<file path="config.mk">
export PLATFORM = sky130hd
export DESIGN_NAME = uart_frame_packer
export DESIGN_NICKNAME = d
export VERILOG_FILES = /design/src/rtl/uart_frame_pkg.sv /design/src/rtl/sync_fifo.sv /design/src/rtl/uart_frame_packer.sv
export SDC_FILE = /design/constraint.sdc
export NUM_CORES = 1
export LEC_CHECK = 0
export CAP_MARGIN = 20
export CORE_MARGIN = 3
export CORE_UTILIZATION = 31
export DETAILED_ROUTE_END_ITERATION = 10
export PLACE_DENSITY = 0.44
export SYNTH_ARGS = -nofsm -noshare
export SYNTH_HDL_FRONTEND = slang
export SYNTH_SLANG_ARGS = --single-unit
export TNS_END_PERCENT = 30
</file>
<file path="constraint.sdc">
create_clock -name clk_40M -period 2.75 [get_ports clk_40M]
set_input_delay 0.4125 -clock clk_40M [delete_from_list [all_inputs] [get_ports clk_40M]]
set_output_delay 0.4125 -clock clk_40M [all_outputs]
set_load 0.05 [all_outputs]
</file>
<file path="src/rtl/uart_frame_pkg.sv">
// Shared constants for the UART frame packer: header bytes, frame
// geometry, FSM state encoding and the checksum helper.
package uart_frame_pkg;

    localparam logic [7:0] HDR0_DEFAULT = 8'hAA;
    localparam logic [7:0] HDR1_DEFAULT = 8'h55;

    // Frame is HDR0, HDR1, three data bytes (MSB first), checksum.
    localparam int         FRAME_LEN = 6;
    localparam logic [2:0] LAST_IDX  = 3'(FRAME_LEN - 1);

    // Cycles spent after each write before trusting tx_busy again.
    localparam int GUARD_CYCLES = 2;

    localparam logic [2:0] ST_IDLE  = 3'd0;
    localparam logic [2:0] ST_LOAD  = 3'd1;
    localparam logic [2:0] ST_SEND  = 3'd2;
    localparam logic [2:0] ST_GUARD = 3'd3;
    localparam logic [2:0] ST_WAIT  = 3'd4;

    // Modulo-256 sum of the three data bytes; carries fall off the top.
    function automatic logic [7:0] frame_chk(input logic [7:0] b2,
                                             input logic [7:0] b1,
                                             input logic [7:0] b0);
        return b2 + b1 + b0;
    endfunction

endpackage

</file>
<file path="src/rtl/sync_fifo.sv">
// Small single-clock FIFO with occupancy count. The head entry is read
// combinationally so the consumer can capture it on the same edge it pops.
module sync_fifo #(
    parameter int DEPTH = 4,
    parameter int WIDTH = 24
) (
    input  logic                     clk,
    input  logic                     rst_n,
    input  logic                     push,
    input  logic                     pop,
    input  logic [WIDTH-1:0]         din,
    output logic [WIDTH-1:0]         dout,
    output logic                     full,
    output logic                     empty,
    output logic [$clog2(DEPTH):0]   level
);

    localparam int AW = $clog2(DEPTH);
    localparam int LW = AW + 1;

    logic [WIDTH-1:0] mem [DEPTH];
    logic [AW-1:0]    wr_ptr_reg;
    logic [AW-1:0]    rd_ptr_reg;
    logic [LW-1:0]    level_reg;
    logic             do_push;
    logic             do_pop;

    assign full  = (level_reg == LW'(DEPTH));
    assign empty = (level_reg == '0);
    assign level = level_reg;
    assign dout  = mem[rd_ptr_reg];

    // A push into a full FIFO is only accepted when the head leaves in the same cycle.
    assign do_pop  = pop && !empty;
    assign do_push = push && (!full || do_pop);

    // Storage array: written on accepted pushes, no reset needed.
    always_ff @(posedge clk) begin
        if (do_push) begin
            mem[wr_ptr_reg] <= din;
        end
    end

    // Pointers wrap naturally because DEPTH is a power of two.
    always_ff @(posedge clk or negedge rst_n) begin
        if (!rst_n) begin
            wr_ptr_reg <= '0;
            rd_ptr_reg <= '0;
            level_reg  <= '0;
        end else begin
            if (do_push) begin
                wr_ptr_reg <= wr_ptr_reg + AW'(1);
            end
            if (do_pop) begin
                rd_ptr_reg <= rd_ptr_reg + AW'(1);
            end
            case ({do_push, do_pop})
                2'b10:   level_reg <= level_reg + LW'(1);
                2'b01:   level_reg <= level_reg - LW'(1);
                default: level_reg <= level_reg;
            endcase
        end
    end

endmodule

</file>
<file path="src/rtl/uart_frame_packer.sv">
// Queues accumulated ADC sums and serialises each one as a 6-byte frame
// (two header bytes, three data bytes, checksum) into a UART transmitter.
module uart_frame_packer
    import uart_frame_pkg::*;
#(
    parameter int         SUM_W = 24,
    parameter int         DEPTH = 4,
    parameter logic [7:0] HDR0  = HDR0_DEFAULT,
    parameter logic [7:0] HDR1  = HDR1_DEFAULT
) (
    input  logic                   clk_40M,
    input  logic                   rst_n,
    input  logic [SUM_W-1:0]       sum_in,
    input  logic                   sum_valid,
    input  logic                   tx_busy,
    output logic [7:0]             tx_data,
    output logic                   tx_wren,
    output logic                   frame_active,
    output logic [$clog2(DEPTH):0] fifo_level,
    output logic [7:0]             drop_cnt
);

    logic [2:0]       state_reg;
    logic [2:0]       byte_idx_reg;
    logic [0:0]       guard_cnt_reg;
    logic [SUM_W-1:0] frame_reg;
    logic [7:0]       chk_reg;
    logic [7:0]       tx_data_reg;
    logic             tx_wren_reg;
    logic [7:0]       drop_cnt_reg;
    logic [7:0]       byte_next;

    logic [SUM_W-1:0] fifo_dout;
    logic             fifo_full;
    logic             fifo_empty;
    logic             fifo_pop;
    logic             drop;

    // The FSM takes a sample only while idle, so frames are never interrupted.
    assign fifo_pop = (state_reg == ST_IDLE) && !fifo_empty;
    assign drop     = sum_valid && fifo_full && !fifo_pop;

    sync_fifo #(
        .DEPTH (DEPTH),
        .WIDTH (SUM_W)
    ) u_fifo (
        .clk   (clk_40M),
        .rst_n (rst_n),
        .push  (sum_valid),
        .pop   (fifo_pop),
        .din   (sum_in),
        .dout  (fifo_dout),
        .full  (fifo_full),
        .empty (fifo_empty),
        .level (fifo_level)
    );

    // Byte mux: selects the frame byte addressed by byte_idx.
    always_comb begin
        byte_next = chk_reg;
        case (byte_idx_reg)
            3'd0:    byte_next = HDR0;
            3'd1:    byte_next = HDR1;
            3'd2:    byte_next = frame_reg[SUM_W-1  -: 8];
            3'd3:    byte_next = frame_reg[SUM_W-9  -: 8];
            3'd4:    byte_next = frame_reg[SUM_W-17 -: 8];
            default: byte_next = chk_reg;
        endcase
    end

    // Saturating count of samples lost to a full queue.
    always_ff @(posedge clk_40M or negedge rst_n) begin
        if (!rst_n) begin
            drop_cnt_reg <= '0;
        end else if (drop && (drop_cnt_reg != 8'hFF)) begin
            drop_cnt_reg <= drop_cnt_reg + 8'd1;
        end
    end

    // Frame sequencer: pop, compute checksum, then write one byte per handshake.
    always_ff @(posedge clk_40M or negedge rst_n) begin
        if (!rst_n) begin
            state_reg     <= ST_IDLE;
            byte_idx_reg  <= '0;
            guard_cnt_reg <= '0;
            frame_reg     <= '0;
            chk_reg       <= '0;
            tx_data_reg   <= '0;
            tx_wren_reg   <= 1'b0;
        end else begin
            tx_wren_reg <= 1'b0;
            case (state_reg)
                ST_IDLE: begin
                    if (!fifo_empty) begin
                        frame_reg    <= fifo_dout;
                        byte_idx_reg <= '0;
                        state_reg    <= ST_LOAD;
                    end
                end
                ST_LOAD: begin
                    chk_reg   <= frame_chk(frame_reg[SUM_W-1  -: 8],
                                           frame_reg[SUM_W-9  -: 8],
                                           frame_reg[SUM_W-17 -: 8]);
                    state_reg <= ST_SEND;
                end
                ST_SEND: begin
                    if (!tx_busy) begin
                        tx_data_reg   <= byte_next;
                        tx_wren_reg   <= 1'b1;
                        guard_cnt_reg <= '0;
                        state_reg     <= ST_GUARD;
                    end
                end
                ST_GUARD: begin
                    // tx_busy may not have risen yet; hold off before sampling it.
                    if (guard_cnt_reg == 1'(GUARD_CYCLES - 1)) begin
                        state_reg <= ST_WAIT;
                    end else begin
                        guard_cnt_reg <= guard_cnt_reg + 1'b1;
                    end
                end
                ST_WAIT: begin
                    if (!tx_busy) begin
                        if (byte_idx_reg == LAST_IDX) begin
                            state_reg <= ST_IDLE;
                        end else begin
                            byte_idx_reg <= byte_idx_reg + 3'd1;
                            state_reg    <= ST_SEND;
                        end
                    end
                end
                default: state_reg <= ST_IDLE;
            endcase
        end
    end

    assign tx_data      = tx_data_reg;
    assign tx_wren      = tx_wren_reg;
    assign frame_active = (state_reg != ST_IDLE);
    assign drop_cnt     = drop_cnt_reg;

endmodule
</file>
==> impl_metrics.ini, run 1 <==
[synth]
async_flop_share = 0.396
synth_edf_count = 96
synth_top_area_share = 0.415
syn_avg_cell_area_um2 = 16.3
synth_area_leaders = edfxtp_1, dfrtp_1, mux4_2, mux2_4, ha_1
ys_types = 55
synth-main-ff-cell = edfxtp_1
synth_cells = 427
yosysWarnings = 0
synth_nets = 481
yosys.area.top_type = edfxtp_1
syn_area_um2 = 6950
synth-seq-cells = 159
synth-seq-area-share = 0.641

[sta]
fmaxAchievable_ghz = 0.397
hold_viol_final = 0
max-slew-margin-rel = 0.625
finalMaxSlewViolations = 0
finalSetupViolations = 0
finalClockSkew_ps = 8.11
rsz0062_at_grt = no
fin_tns_setup_ps = 0
worst_slew_pin_slew_ps = 558
period_minus_slack_ps = 2520
finalCritPeriodShare = 0.915

[place]
routabilityCongestion = 0.716
io_buffers = 48
dpl.hpwl_mm = 8.85
dpl_cell_area_um2 = 7750

[clock_network]
root_buffer = clkbuf_16
cts_max_level = 4
clkTransAtPathRegs_ps = 60
clock_latency_ps = 420
cts.path.max_buffers = 2
holdBufCountCts = 0
cts_buffers = 17
cts_setup_buffers = 0
cts-resized-gates = 0
cts.sink_count = 159
tritoncts = done

[floorplanning]
die_area_um2 = 24300
die_y_um = 156
ios = 49
start_util = 0.317
core_um2 = 22000
die_w_um = 156
num_rows = 54

[power_and_ir_drop]
p_leak_nw = 3.15
p_per_area_nw_per_um2 = 1240
irDropWorstVdd_mv = 0.436

[cells_and_area]
antenna_cells = 0
design_area_um2 = 8340
largest_register_ffs = 96
areaGrowthSynthToFinish_pct = 19.9
nFillCells = 2048
nets = 539
drive_gt1_frac = 0.201

[critical_path]
cp_data_arrival_time_ps = 2100
cp_cell_sequence = or3_4, clkdlybuf4s50_1
r2r_start = frame_reg[1]$_DFFE_PN0P_
worst_ep_required_time_ps = 2340
cp_max_fo = 10
max_stage_delay_ps = 730
regToRegSetupSlack_ps = 330
path_class = reg -> out
cp-start-kind = register
slowest_stage = clkdlybuf4s50_1
r2r_end = chk_reg[7]$_DFFE_PN0P_
rr_worst_depth = 7
end_kind = primary output

[route]
drtIter0Drc = 211
viasPerCell = 4.73
drcViolationCount = 0
first_pass_iters = 5
routedWlPerCell_um = 17.6
vias = 3682
ant_nets = 0
drt-total-wl_mm = 13.7

[global_route]
grt_usage = 0.122
grt_pass1_vias = 3932
met3_usage = 0.0333
grt-busiest-layer = met2
use_met1 = 0.167
antenna_found_initial = 0
grt_pass1_wl_mm = 22.3
grt_use_met2 = 0.190
grt_max_degree = 64
grt_overflow_total = 0

[run]
drv_cap = 0

[status]
status = finished clean

[worst_hold_path]
min_path_type = in -> async
cells by family after synthesis:
family / count (synthesis) / share of synthesized area
muxes: 51 / 0.130
DFF: 159 / 0.641
buffers and inverters: 37 / 0.0283
adders and majority gates: 26 / 0.0565
AOI/OAI and AO/OA: 52 / 0.0529
xor gates and xnor gates: 18 / 0.0238
and+or+nand+nor: 84 / 0.0666
layout make-up:
cell class | instances | area [µm²] | share of cell area
sequential | 159 | 4460 | 0.535
multi-input combinational | 231 | 2300 | 0.275
timing repair buffer | 58 | 576 | 0.0690
clock buffer | 18 | 429 | 0.0515
tap | 280 | 350 | 0.0420
clock inverter | 14 | 159 | 0.0191
inverter | 18 | 67.6 | 0.00810
cell usage in the layout (no fill, tap or decap), drive strengths merged, types with 5 or more instances in the layout:
cell type,instances
a222oi,7
and3,6
buf,11
clkbuf,18
clkdlybuf4s50,47
clkinv,6
dfrtp,63
edfxtp,96
fa,9
ha,17
inv,23
mux2,26
mux4,24
nand2,26
nand3,10
nor2,13
o21ai,17
o2bb2ai,5
xnor2,7
xor2,11
how the worst max path moves through the flow:
stage / slack [ps] / from / end / depth (start not counted)
2_1_floorplan: 310 / state_reg[2]$_DFFE_PN0P_ / u_fifo.level[2]$_DFFE_PN0P_ / 11
3_3_place_gp: 400 / frame_reg[1]$_DFFE_PN0P_ / chk_reg[7]$_DFFE_PN0P_ / 7
3_5_place_dp: 330 / frame_reg[1]$_DFFE_PN0P_ / chk_reg[7]$_DFFE_PN0P_ / 7
4_1_cts: 200 / state_reg[2]$_DFFE_PN0P_ / frame_active / 2
5_1_grt: 160 / state_reg[2]$_DFFE_PN0P_ / frame_active / 2
6_report: 230 / state_reg[2]$_DFFE_PN0P_ / frame_active / 2
report_power, final:
part | internal (mW) | leakage [nW] | switching (mW)
logic | 1.97 | 1.21 | 2.25
clock network | 1.36 | 0.284 | 0.989
registers | 3.28 | 1.66 | 0.496
stage by stage:
step	power, mW	hold WS, ps	util	cells	setup WS, ps
finish	10.3	3.62	0.380	778	234
global route	11.1	14.9	0.380	778	162
CTS	10.5	6.44	0.380	778	199
detailed placement	8.12	463	0.353	746	331
global placement	8.08	464	0.353	746	398
floorplan	6.99	117	-	427	309
per-layer routing:
| layer | share of wire | up-vias |
|---|---|---|
| met5 | 0 | - |
| met4 | 0.011 | 0 |
| met3 | 0.029 | 12 |
| met2 | 0.47 | 58 |
| met1 | 0.49 | 1867 |
| li1 | - | 1745 |
worst max-delay path, delay by kind of cell, from the launching register on:
kind / cells / cell delay, ps
buffers and inverters: 1 / 730
DFF: 1 / 470
and+or+nand+nor: 1 / 490
cells in the mapped netlist (3+ instances only):
library cell	instances
edfxtp_1	96
dfrtp_1	63
nand2_1	25
mux4_2	24
inv_1	18
ha_1	17
mux2_4	17
o21ai_0	16
nor2_1	12
xor2_1	11
nand3_1	10
clkbuf_1	9
fa_1	9
mux2_2	9
a222oi_1	7
and3_1	6
xnor2_1	6
o2bb2ai_1	5
buf_2	4
nor2b_1	4
nor3_1	4
nor3b_1	4
o31ai_1	4
a211oi_1	3
a21o_1	3
a21oi_1	3
nor4_1	3
Note: power is estimated with default switching activity, not from simulation.
==> run 2: changes to the inputs <==
Settings changed: SYNTH_HIERARCHICAL set to 1.
==> impl_metrics.ini, run 2 <==
[synth]
syn_avg_cell_area_um2 = 15.4
ys_types = 56
synth-seq-area-share = 0.640
syn_area_um2 = 6960
synth_cells = 452
synth_edf_count = 96
yosysWarnings = 6
synth-seq-cells = 159
netlist_top_cells_count = edfxtp_1, dfrtp_1, a21oi_1
synth-main-ff-cell = edfxtp_1
yosysMostFrequentCell = edfxtp_1
synth_top_area_share = 0.414
yosys.area.top_type = edfxtp_1
async_flop_share = 0.396
synth_area_leaders = edfxtp_1, dfrtp_1, mux4_2, mux2_2, ha_1
synth_nets = 505

[route]
vias = 3885
drtIter0Drc = 186
ant_nets = 0
viasPerCell = 4.81
first_pass_iters = 4
drcViolationCount = 0
drt-total-wl_mm = 14.4
routedWlPerCell_um = 17.8

[cells_and_area]
nets = 568
drive_gt1_frac = 0.199
areaGrowthSynthToFinish_pct = 22.1
design_area_um2 = 8500
mostFrequentLayoutCell = edfxtp_1
antenna_cells = 0
largest_register_ffs = 96
final_cell_mix = edfxtp_1, dfrtp_1, clkdlybuf4s50_1

[sta]
fmaxAchievable_ghz = 0.392
hold_viol_final = 0
fin_tns_setup_ps = 0
period_minus_slack_ps = 2550
finalClockSkew_ps = 12.1
worst_slew_pin_slew_ps = 573
finalCritPeriodShare = 0.928
finalSetupViolations = 0
rsz0062_at_grt = no
max-slew-margin-rel = 0.618
finalMaxSlewViolations = 0

[power_and_ir_drop]
irDropWorstVdd_mv = 0.436
p_leak_nw = 3.10
p_per_area_nw_per_um2 = 1270

[clock_network]
cts.sink_count = 159
cts.path.max_buffers = 2
cts_setup_buffers = 0
cts_max_level = 4
cts_buffers = 17
clkTransAtPathRegs_ps = 70
holdBufCountCts = 1
clock_latency_ps = 430
tritoncts = done
root_buffer = clkbuf_16
cts-resized-gates = 0

[status]
status = finished clean

[global_route]
grt_overflow_total = 0
antenna_found_initial = 0
grt_max_degree = 37
grt_pass1_wl_mm = 23.2
grt_usage = 0.126
grt_pass1_vias = 4056

[floorplanning]
num_rows = 54
ios = 49
die_area_um2 = 24300
start_util = 0.317
core_um2 = 22000
die_w_um = 156
die_y_um = 156

[place]
routabilityCongestion = 0.819
dpl_cell_area_um2 = 7850
io_buffers = 48
dpl.hpwl_mm = 9.52

[run]
drv_cap = 0

[critical_path]
cp_cell_sequence = buf_4, or3_1, clkdlybuf4s50_1
cp_data_arrival_time_ps = 2140
r2r_start = state_reg[1]$_DFFE_PN0P_
r2r_end = u_fifo/level[2]$_DFFE_PN0P_
worst_ep_required_time_ps = 2340
path_class = reg -> out
regToRegSetupSlack_ps = 410
end_kind = primary output
slowest_stage = clkdlybuf4s50_1
rr_worst_depth = 7
cp_max_fo = 13
cp-start-kind = register
max_stage_delay_ps = 720

[worst_hold_path]
min_path_type = in -> async
[run 2: cells by family after synthesis]
group / count (synthesis) / synth area share
xor+xnor: 16 / 0.0201
mux: 49 / 0.118
simple gates: 87 / 0.0690
buf+inv: 37 / 0.0257
fa+ha+maj: 25 / 0.0546
compound gates: 79 / 0.0722
flops: 159 / 0.640
[run 2: worst max-delay path by stage]
stage,start,endpoint,cells after the start
2_1_floorplan,u_fifo/level[0]$_DFFE_PN0P_,u_fifo/level[2]$_DFFE_PN0P_,10
3_3_place_gp,state_reg[1]$_DFFE_PN0P_,u_fifo/mem[0][19]$_DFFE_PP_,6
3_5_place_dp,state_reg[1]$_DFFE_PN0P_,u_fifo/mem[1][5]$_DFFE_PP_,6
4_1_cts,state_reg[2]$_DFFE_PN0P_,frame_active,3
5_1_grt,state_reg[2]$_DFFE_PN0P_,frame_active,3
6_report,state_reg[2]$_DFFE_PN0P_,frame_active,3
[run 2: metrics by stage]
stage | hold WS [ps] | power (mW) | instances | worst slack, ps | util
finish | 460 | 10.8 | 808 | 198 | 0.387
global route | 485 | 11.6 | 808 | 118 | 0.387
CTS | 465 | 11.0 | 808 | 159 | 0.387
detailed placement | 391 | 8.45 | 775 | 391 | 0.358
global placement | 387 | 8.38 | 775 | 459 | 0.358
floorplan | 117 | 7.08 | 452 | 41.4 | -
[run 2: routing by layer]
| metal | part of all wire | GRT usage |
|---|---|---|
| met2 | 0.48 | 0.195 |
| met1 | 0.48 | 0.175 |
| met5 | 0 | 0 |
| met4 | 0.0086 | 0.0315 |
| met3 | 0.034 | 0.0369 |
[run 2: worst max-delay path: cells and delay by family (launching register included)]
kind                   cells  cell delay [ps]
buffers and inverters      2              900
DFF                        1              410
and+or+nand+nor            1              410
[run 2: final cells by class]
class                      count  area [µm²]
clock inverter                15         211
multi-input combinational    256        2330
clock buffer                  17         425
timing repair buffer          63         653
fill                        2024       13500
tap                          280         350
sequential                   159        4460
inverter                      18        67.6
[run 2: power by group]
group	internal, mW	total, mW	switching [mW]	leakage [nW]
logic	2.02	4.56	2.54	1.17
clock network	1.33	2.48	1.15	0.306
registers	3.30	3.76	0.465	1.63
==> run 3: changes to the inputs <==
Settings changed: CORE_UTILIZATION 31 to 35, PLACE_DENSITY 0.44 to 0.49.
==> impl_metrics.ini, run 3 (synthesized netlist as in run 2, its figures left out) <==
[route]
first_pass_iters = 5
vias = 3831
ant_nets = 0
drcViolationCount = 0
routedWlPerCell_um = 17.4
drtIter0Drc = 202
viasPerCell = 4.87
drt-total-wl_mm = 13.7

[power_and_ir_drop]
p_leak_nw = 3.07
irDropWorstVdd_mv = 0.578
total_power_mw = 10.6
p_per_area_nw_per_um2 = 1260

[clock_network]
cts.sink_count = 159
clock_latency_ps = 420
clkTransAtPathRegs_ps = 60
cts_max_level = 4
tritoncts = done
cts_setup_buffers = 0
cts_buffers = 17
root_buffer = clkbuf_16
cts.path.max_buffers = 2

[critical_path]
cp_data_arrival_time_ps = 2110
path_class = reg -> out
crit_start = state_reg[2]$_DFFE_PN0P_
cp_max_fo = 13
cp_num_buf_inv = 2
crit_family = buffers and inverters
slowest_stage = clkdlybuf4s50_1
cp-start-kind = register
worst_ep_required_time_ps = 2340
max_stage_delay_ps = 710
cp_cell_sequence = buf_4, or3_1, clkdlybuf4s50_1
regToRegSetupSlack_ps = 330
r2r_start = state_reg[0]$_DFFE_PN0P_
end_kind = primary output

[sta]
fmaxAchievable_ghz = 0.396
setup_ws_ps = 225
finalMaxSlewViolations = 0
holdWs_ps = 481
max-slew-margin-rel = 0.643
rsz0062_at_grt = no
finalCritPeriodShare = 0.918
finalSetupViolations = 0
finalClockSkew_ps = 11.2
hold_viol_final = 0
period_minus_slack_ps = 2520
fin_tns_setup_ps = 0
worst_slew_pin_slew_ps = 536

[global_route]
grt_pass1_vias = 3930
grt_overflow_total = 0
antenna_found_initial = 0
grt_max_degree = 64
grt_usage = 0.134
grt_pass1_wl_mm = 22.1

[cells_and_area]
final_cell_mix = edfxtp_1, dfrtp_1, clkdlybuf4s50_1
mostFrequentLayoutCell = edfxtp_1
antenna_cells = 0
final_util = 0.439
drive_gt1_frac = 0.194
nets = 566
areaGrowthSynthToFinish_pct = 20.8
largest_register_ffs = 96

[floorplanning]
die_w_um = 147
die_y_um = 147
ios = 49
num_rows = 50
die_area_um2 = 21600
start_util = 0.364
core_um2 = 19100

[place]
io_buffers = 48
place_ws_ps = 368
routabilityCongestion = 0.786
dpl.hpwl_mm = 9.00

[worst_hold_path]
hp-start = chk_reg[5]$_DFFE_PN0N_
min_path_type = reg -> reg

[status]
status = finished clean

[run]
drv_cap = 0
-- run 3: worst paths after layout --
path,endpoint,cells past startpoint
worst min register to register,chk_reg[5]$_DFFE_PN0N_,2
worst max-delay path,frame_active,3
min in group asynchronous,frame_reg[3]$_DFFE_PN0P_,3
max in group asynchronous,u_fifo/level[2]$_DFFE_PN0P_,3
worst min-delay path,chk_reg[5]$_DFFE_PN0N_,2
worst max register to register,u_fifo/level[2]$_DFFE_PN0P_,7
-- run 3: worst reg2reg max path, stage by stage (launching register included) --
cell	delay (ps)
dfrtp_1	530
nor4_4	300
o31a_1	280
or2b_1	260
fa_1	370
nand2b_1	180
o32ai_2	250
xor2_1	180
-- run 3: per-stage QoR --
| step | instance area (µm²) | instances |
|---|---|---|
| detailed placement | 7810 | 753 |
| CTS | 8410 | 786 |
| finish | 8410 | 786 |
| floorplan | 6970 | 452 |
| global route | 8410 | 786 |
| global placement | 7810 | 753 |
-- run 3: where the power goes --
group,internal [mW],switching [mW],total (mW)
logic,2.01,2.49,4.50
registers,3.30,0.480,3.78
clock network,1.31,1.03,2.34
total,6.62,4.00,10.6
-- run 3: layout make-up --
cell class	instances	area (µm²)
Timing Repair Buffer	61	638
Clock buffer	19	443
Inverter	18	67.6
Multi-Input combinational cell	256	2330
Sequential cell	159	4460
Fill cell	1759	10700
Tap cell	260	325
Clock inverter	13	145
-- run 3: timing repair --
action | 4_1_cts | 5_1_grt
gates resized for setup | 0 | 0
hold endpoints to repair | 1 | 0
endpoints found under the setup margin | 0 | 0
hold buffers | 1 | 0
-- run 3: layer usage --
layer  track usage  part of all wire  wire [µm]
met1         0.189              0.49       6720
met5             0                 0          0
met3        0.0364             0.034        469
met2         0.202              0.47       6390
met4        0.0433            0.0063         86
==> RTL change 1: new RTL, settings of run 3 <==
Reset style: synchronous (`rst_n`), changed in 3 clocked blocks.
--- a/src/rtl/sync_fifo.sv
+++ b/src/rtl/sync_fifo.sv
@@ -43,5 +43,5 @@
 
     // Pointers wrap naturally because DEPTH is a power of two.
-    always_ff @(posedge clk or negedge rst_n) begin
+    always_ff @(posedge clk) begin
         if (!rst_n) begin
             wr_ptr_reg <= '0;
--- a/src/rtl/uart_frame_packer.sv
+++ b/src/rtl/uart_frame_packer.sv
@@ -70,5 +70,5 @@
 
     // Saturating count of samples lost to a full queue.
-    always_ff @(posedge clk_40M or negedge rst_n) begin
+    always_ff @(posedge clk_40M) begin
         if (!rst_n) begin
             drop_cnt_reg <= '0;
@@ -79,5 +79,5 @@
 
     // Frame sequencer: pop, compute checksum, then write one byte per handshake.
-    always_ff @(posedge clk_40M or negedge rst_n) begin
+    always_ff @(posedge clk_40M) begin
         if (!rst_n) begin
             state_reg     <= ST_IDLE;
Check against the original RTL: differs if rst_n is asserted again (counterexample within 4 cycles, from zero or initial values and one cycle with rst_n low); with rst_n held inactive, the same outputs for 10 cycles.
==> RTL change 1 against run 3 <==
Area after synthesis shrank 2.1%; worst setup slack gained 0.071 ns; sequential cell count grew 2; maximum frequency grew 2.9%; routed wire length shrank 0.23%; count of clock-buffer cells in the layout shrank 2; cell area shrank 2.6%; power shrank 26%; global-route usage grew 0.11 points; critical path type is now flop to flop.
==> RTL change 1: results (changes against run 3) <==
status=finished, final reports clean (unchanged); DRT Wirelength=13.63 mm (was 13.66 mm); Synth async-reset ratio=0% (was 39.62%); slew margin rel.=60.65% (was 64.26%); hold wc startpoint=tx_data[4] (was chk_reg[5]); top post-synthesis cells by count=edfxtp_1, nand2_1, dfxtp_1, a21oi_1, mux4_2 (was edfxtp_1, dfrtp_1, a21oi_1, nand2_1, mux4_2); GRT Resource Usage Total=13.48% (was 13.37%); initial antenna violation count=0 (unchanged); wire length on met3=449 um (was 469 um); crit path DAT=2.80 ns (was 2.11 ns); switching pwr=2551 uW (was 3996 uW); WL met1=6.742 mm (was 6.718 mm); NumNets Final=641 (was 566); worst-case reg-to-reg path depth=11 (was 7); hold path cells=2 (unchanged); Worst R2R End=u_fifo/level[2] (unchanged); register area share after synthesis=61.40% (was 64.04%); via count=4187 (was 3831); Leak=0.002765 uW (was 0.003067 uW); Synth warnings=6 (unchanged); filler instances=1780 (was 1759); via count of the first global-routing pass=4252 (was 3930); critical path fanouts, max=5 (was 13); RR Startpoint=u_fifo/level[0] (was state_reg[0]); clock tree buffer depth=2 (unchanged); number of flip-flops in the largest register=96 (unchanged); Iteration-0 DRC Markers=184 (was 202); share of cells above drive strength 1=14.67% (was 19.39%); prevailing post-synth register cell=edfxtp_1 (unchanged); uppermost layer routed=met4 (unchanged); RePlAce Congestion=0.7705 (was 0.7861); r2r setup slk=0.30 ns (was 0.33 ns); Peak VDD IR=0.0004517 V (was 0.0005781 V); met2 WL=6.318 mm (was 6.385 mm); hold endpoint=tx_data[4] (was chk_reg[5]); largest cells by area after synthesis=edfxtp_1, dfxtp_1, mux4_2, nand2_1, a21oi_1 (was edfxtp_1, dfrtp_1, mux4_2, mux2_2, ha_1); count of cell types in the netlist=49 (was 56); first-pass GRT wire length=22.69 mm (was 22.07 mm); Worst Skew=0.01147 ns (was 0.01116 ns); pin count of the biggest net entering global routing=34 (was 64); first-pass iteration count of the detailed router=4 (was 5); detailed placement HPWL=9.232 mm (was 8.997 mm)
## RTL change 1: worst max-delay path, cell delays in order (launching register included)
cell      delay, ns
dfxtp_4        0.38
nor3_4         0.06
or4_4          0.42
clkinv_2       0.07
inv_1          0.06
nor2_2         0.15
ha_2           0.21
inv_1          0.05
fa_1           0.37
xor2_1         0.16
or3_1          0.31
a21boi_1       0.14
## RTL change 1: logic make-up (layout without fill, tap and decap cells)
logic type,after synthesis,count (layout),share of synthesized area (%)
flip-flops,161,161,61.40
XOR/XNOR,11,11,1.414
AO/OA/AOI/OAI,103,103,9.034
adder cells (fa/ha/maj),26,26,5.766
AND/OR/NAND/NOR,152,152,10.41
multiplexers,27,27,8.373
buffers and inverters,49,120,3.599
## RTL change 1: area by class of cell
type	count	area (um^2)	share of cell area (%)
clock buffers	17	425.4	5.192
clock inverters	15	156.4	1.909
inverters	23	87.58	1.069
multi-input cells	319	2396	29.24
flip-flops and latches	161	4195	51.20
well taps	260	325.3	3.970
repair buffers	65	608.1	7.421
## RTL change 1: metrics by stage
stage | total power, uW | cells | hold slack (ns) | setup WS (ns) | instance area (um^2)
CTS | 7965 | 860 | 0.4567 | 0.2807 | 8194
detailed placement | 5619 | 828 | 0.4472 | 0.3028 | 7612
finish | 7841 | 860 | 0.4502 | 0.2958 | 8194
global placement | 5587 | 828 | 0.4396 | 0.3544 | 7612
floorplan | 5027 | 529 | 0.4319 | 0.007060 | 6837
global route | 8358 | 860 | 0.4802 | 0.1392 | 8194
## RTL change 1: per-layer routing
metal,track usage [%],vias to the layer above
li1,-,2040
met1,18.50,2069
met2,21.01,68
met3,3.426,10
met4,4.558,0
met5,0,-
## RTL change 1: worst max path at each step
stage                               start         endpoint  slack [ns]  cells past startpoint
after detailed placement        sum_valid  u_fifo/level[2]        0.30                      9
after global placement          sum_valid  u_fifo/level[2]        0.35                      9
after global routing         frame_reg[0]       chk_reg[7]        0.14                     11
after floorplan           u_fifo/level[0]  u_fifo/level[2]       0.007                     13
after CTS                 u_fifo/level[0]  u_fifo/level[2]        0.28                     11
final                     u_fifo/level[0]  u_fifo/level[2]        0.30                     11
## RTL change 1: power by group through the flow
| stage | combinational, uW | clock [uW] | sequential (uW) |
|---|---|---|---|
| 2_1_floorplan | 1720 | 0 | 3300 |
| 3_3_place_gp | 2340 | 0 | 3250 |
| 3_5_place_dp | 2350 | 0 | 3270 |
| 4_1_cts | 2370 | 2380 | 3220 |
| 5_1_grt | 2620 | 2470 | 3270 |
| 6_report | 2310 | 2320 | 3210 |
==> RTL change 2: new RTL, flow settings as in run 3 <==
Made on the original files. The parameter `SUM_W` goes from 24 to 32.
--- a/src/rtl/uart_frame_packer.sv
+++ b/src/rtl/uart_frame_packer.sv
@@ -4,5 +4,5 @@
     import uart_frame_pkg::*;
 #(
-    parameter int         SUM_W = 24,
+    parameter int         SUM_W = 32,
     parameter int         DEPTH = 4,
     parameter logic [7:0] HDR0  = HDR0_DEFAULT,
Interface: changed (resized sum_in); port bits go from 49 to 57. The function was not compared with the original's and may differ.
==> RTL change 2 against run 3 <==
Count of clock-buffer cells in the layout is 2 lower; critical path type unchanged; power decreased by 1.2%; sequential cell count unchanged; cell area fell by 0.74%; largest power group unchanged; routed wire length decreased by 0.94%; critical path depth did not move; utilization is 0.33 points lower; global-route usage rose by 0.16 points; via count decreased by 1.0%; area after synthesis about the same; worst setup slack improved by 0.013 ns; cell count shrank 0.76%; combinational power about the same; register-to-register slack improved by 0.05 ns.
==> RTL change 2: results (changes against run 3) <==
Iteration-0 DRC Markers=215 (was 202); met2 GRT Util=20.58% (was 20.23%); Synthesized Nets=508 (was 505); area of the multi-input gates=2325 um^2 (was 2330 um^2); WL met1=6.420 mm (was 6.718 mm); status=finished, final reports clean (unchanged); via count of the first global-routing pass=3971 (was 3930); first-pass iteration count of the detailed router=4 (was 5); pwr dens=1256 nW/um^2 (was 1262 nW/um^2); Multi-input comb cells=252 (was 256); Post-Place Cell Area=7800 um^2 (was 7814 um^2); wire per inst=17.35 um (was 17.38 um); RR Startpoint=u_fifo/level[0] (was state_reg[0]); Non-Clock Buffer Count=62 (was 61); switch share=38.43% (was 37.64%); Clock buf/inv share=6.579% (was 6.991%); first-pass GRT wire length=22.60 mm (was 22.07 mm); slew margin rel.=56.31% (was 64.26%); Worst R2R End=u_fifo/mem[3][18] (was u_fifo/level[2]); share of cells above drive strength 1=15.96% (was 19.39%); critical path fanouts, max=14 (was 13); met2 WL=6.329 mm (was 6.385 mm); pin count of the biggest net entering global routing=35 (was 64); filler instances=1747 (was 1759); detailed placement HPWL=8.918 mm (was 8.997 mm); Non-clock buffer share=7.553% (was 7.586%); Leak=0.003037 uW (was 0.003067 uW); GRT Resource Usage Total=13.52% (was 13.37%); post-route core utilization=43.61% (was 43.94%); grt met1 use=19.12% (was 18.87%); via count=3791 (was 3831); r2r setup slk=0.38 ns (was 0.33 ns); Hold Crit Class=primary input to asynchronous set/reset pin (was flop to flop); critical path endpoint=frame_active (unchanged); worst-case reg-to-reg path depth=8 (was 7); wire length on met3=612 um (was 469 um); Peak VDD IR=0.0005043 V (was 0.0005781 V); met3 demand-to-capacity share in global routing=3.486% (was 3.640%); invs w/o clock=15 (was 18)
RTL change 2: worst register-to-register path, stage by stage, from the launching register on:
cell and delay, ns:
dfrtp_2 0.44, nor3_1 0.08, buf_4 0.16, nor4_4 0.15, buf_4 0.45, nor4b_4 0.10, nor2b_2 0.25, and2_1 0.21
buf_12 0.22
RTL change 2: per-stage QoR:
stage | total power [uW] | setup WS [ns] | cells | hold slack (ns)
floorplan | 7052 | 0.02809 | 447 | 0.1169
global placement | 8286 | 0.3558 | 748 | 0.4692
detailed placement | 8389 | 0.3389 | 748 | 0.4783
CTS | 10650 | 0.2242 | 780 | 0.02661
global route | 11300 | 0.1661 | 780 | 0.06575
finish | 10490 | 0.2384 | 780 | 0.01104
RTL change 2: power by group through the flow:
stage / clock, uW / sequential, uW / combinational (uW)
4_1_cts: 2280 / 3780 / 4590
3_3_place_gp: 0 / 3800 / 4490
2_1_floorplan: 0 / 4060 / 2990
3_5_place_dp: 0 / 3830 / 4560
5_1_grt: 2390 / 3860 / 5050
6_report: 2210 / 3770 / 4500
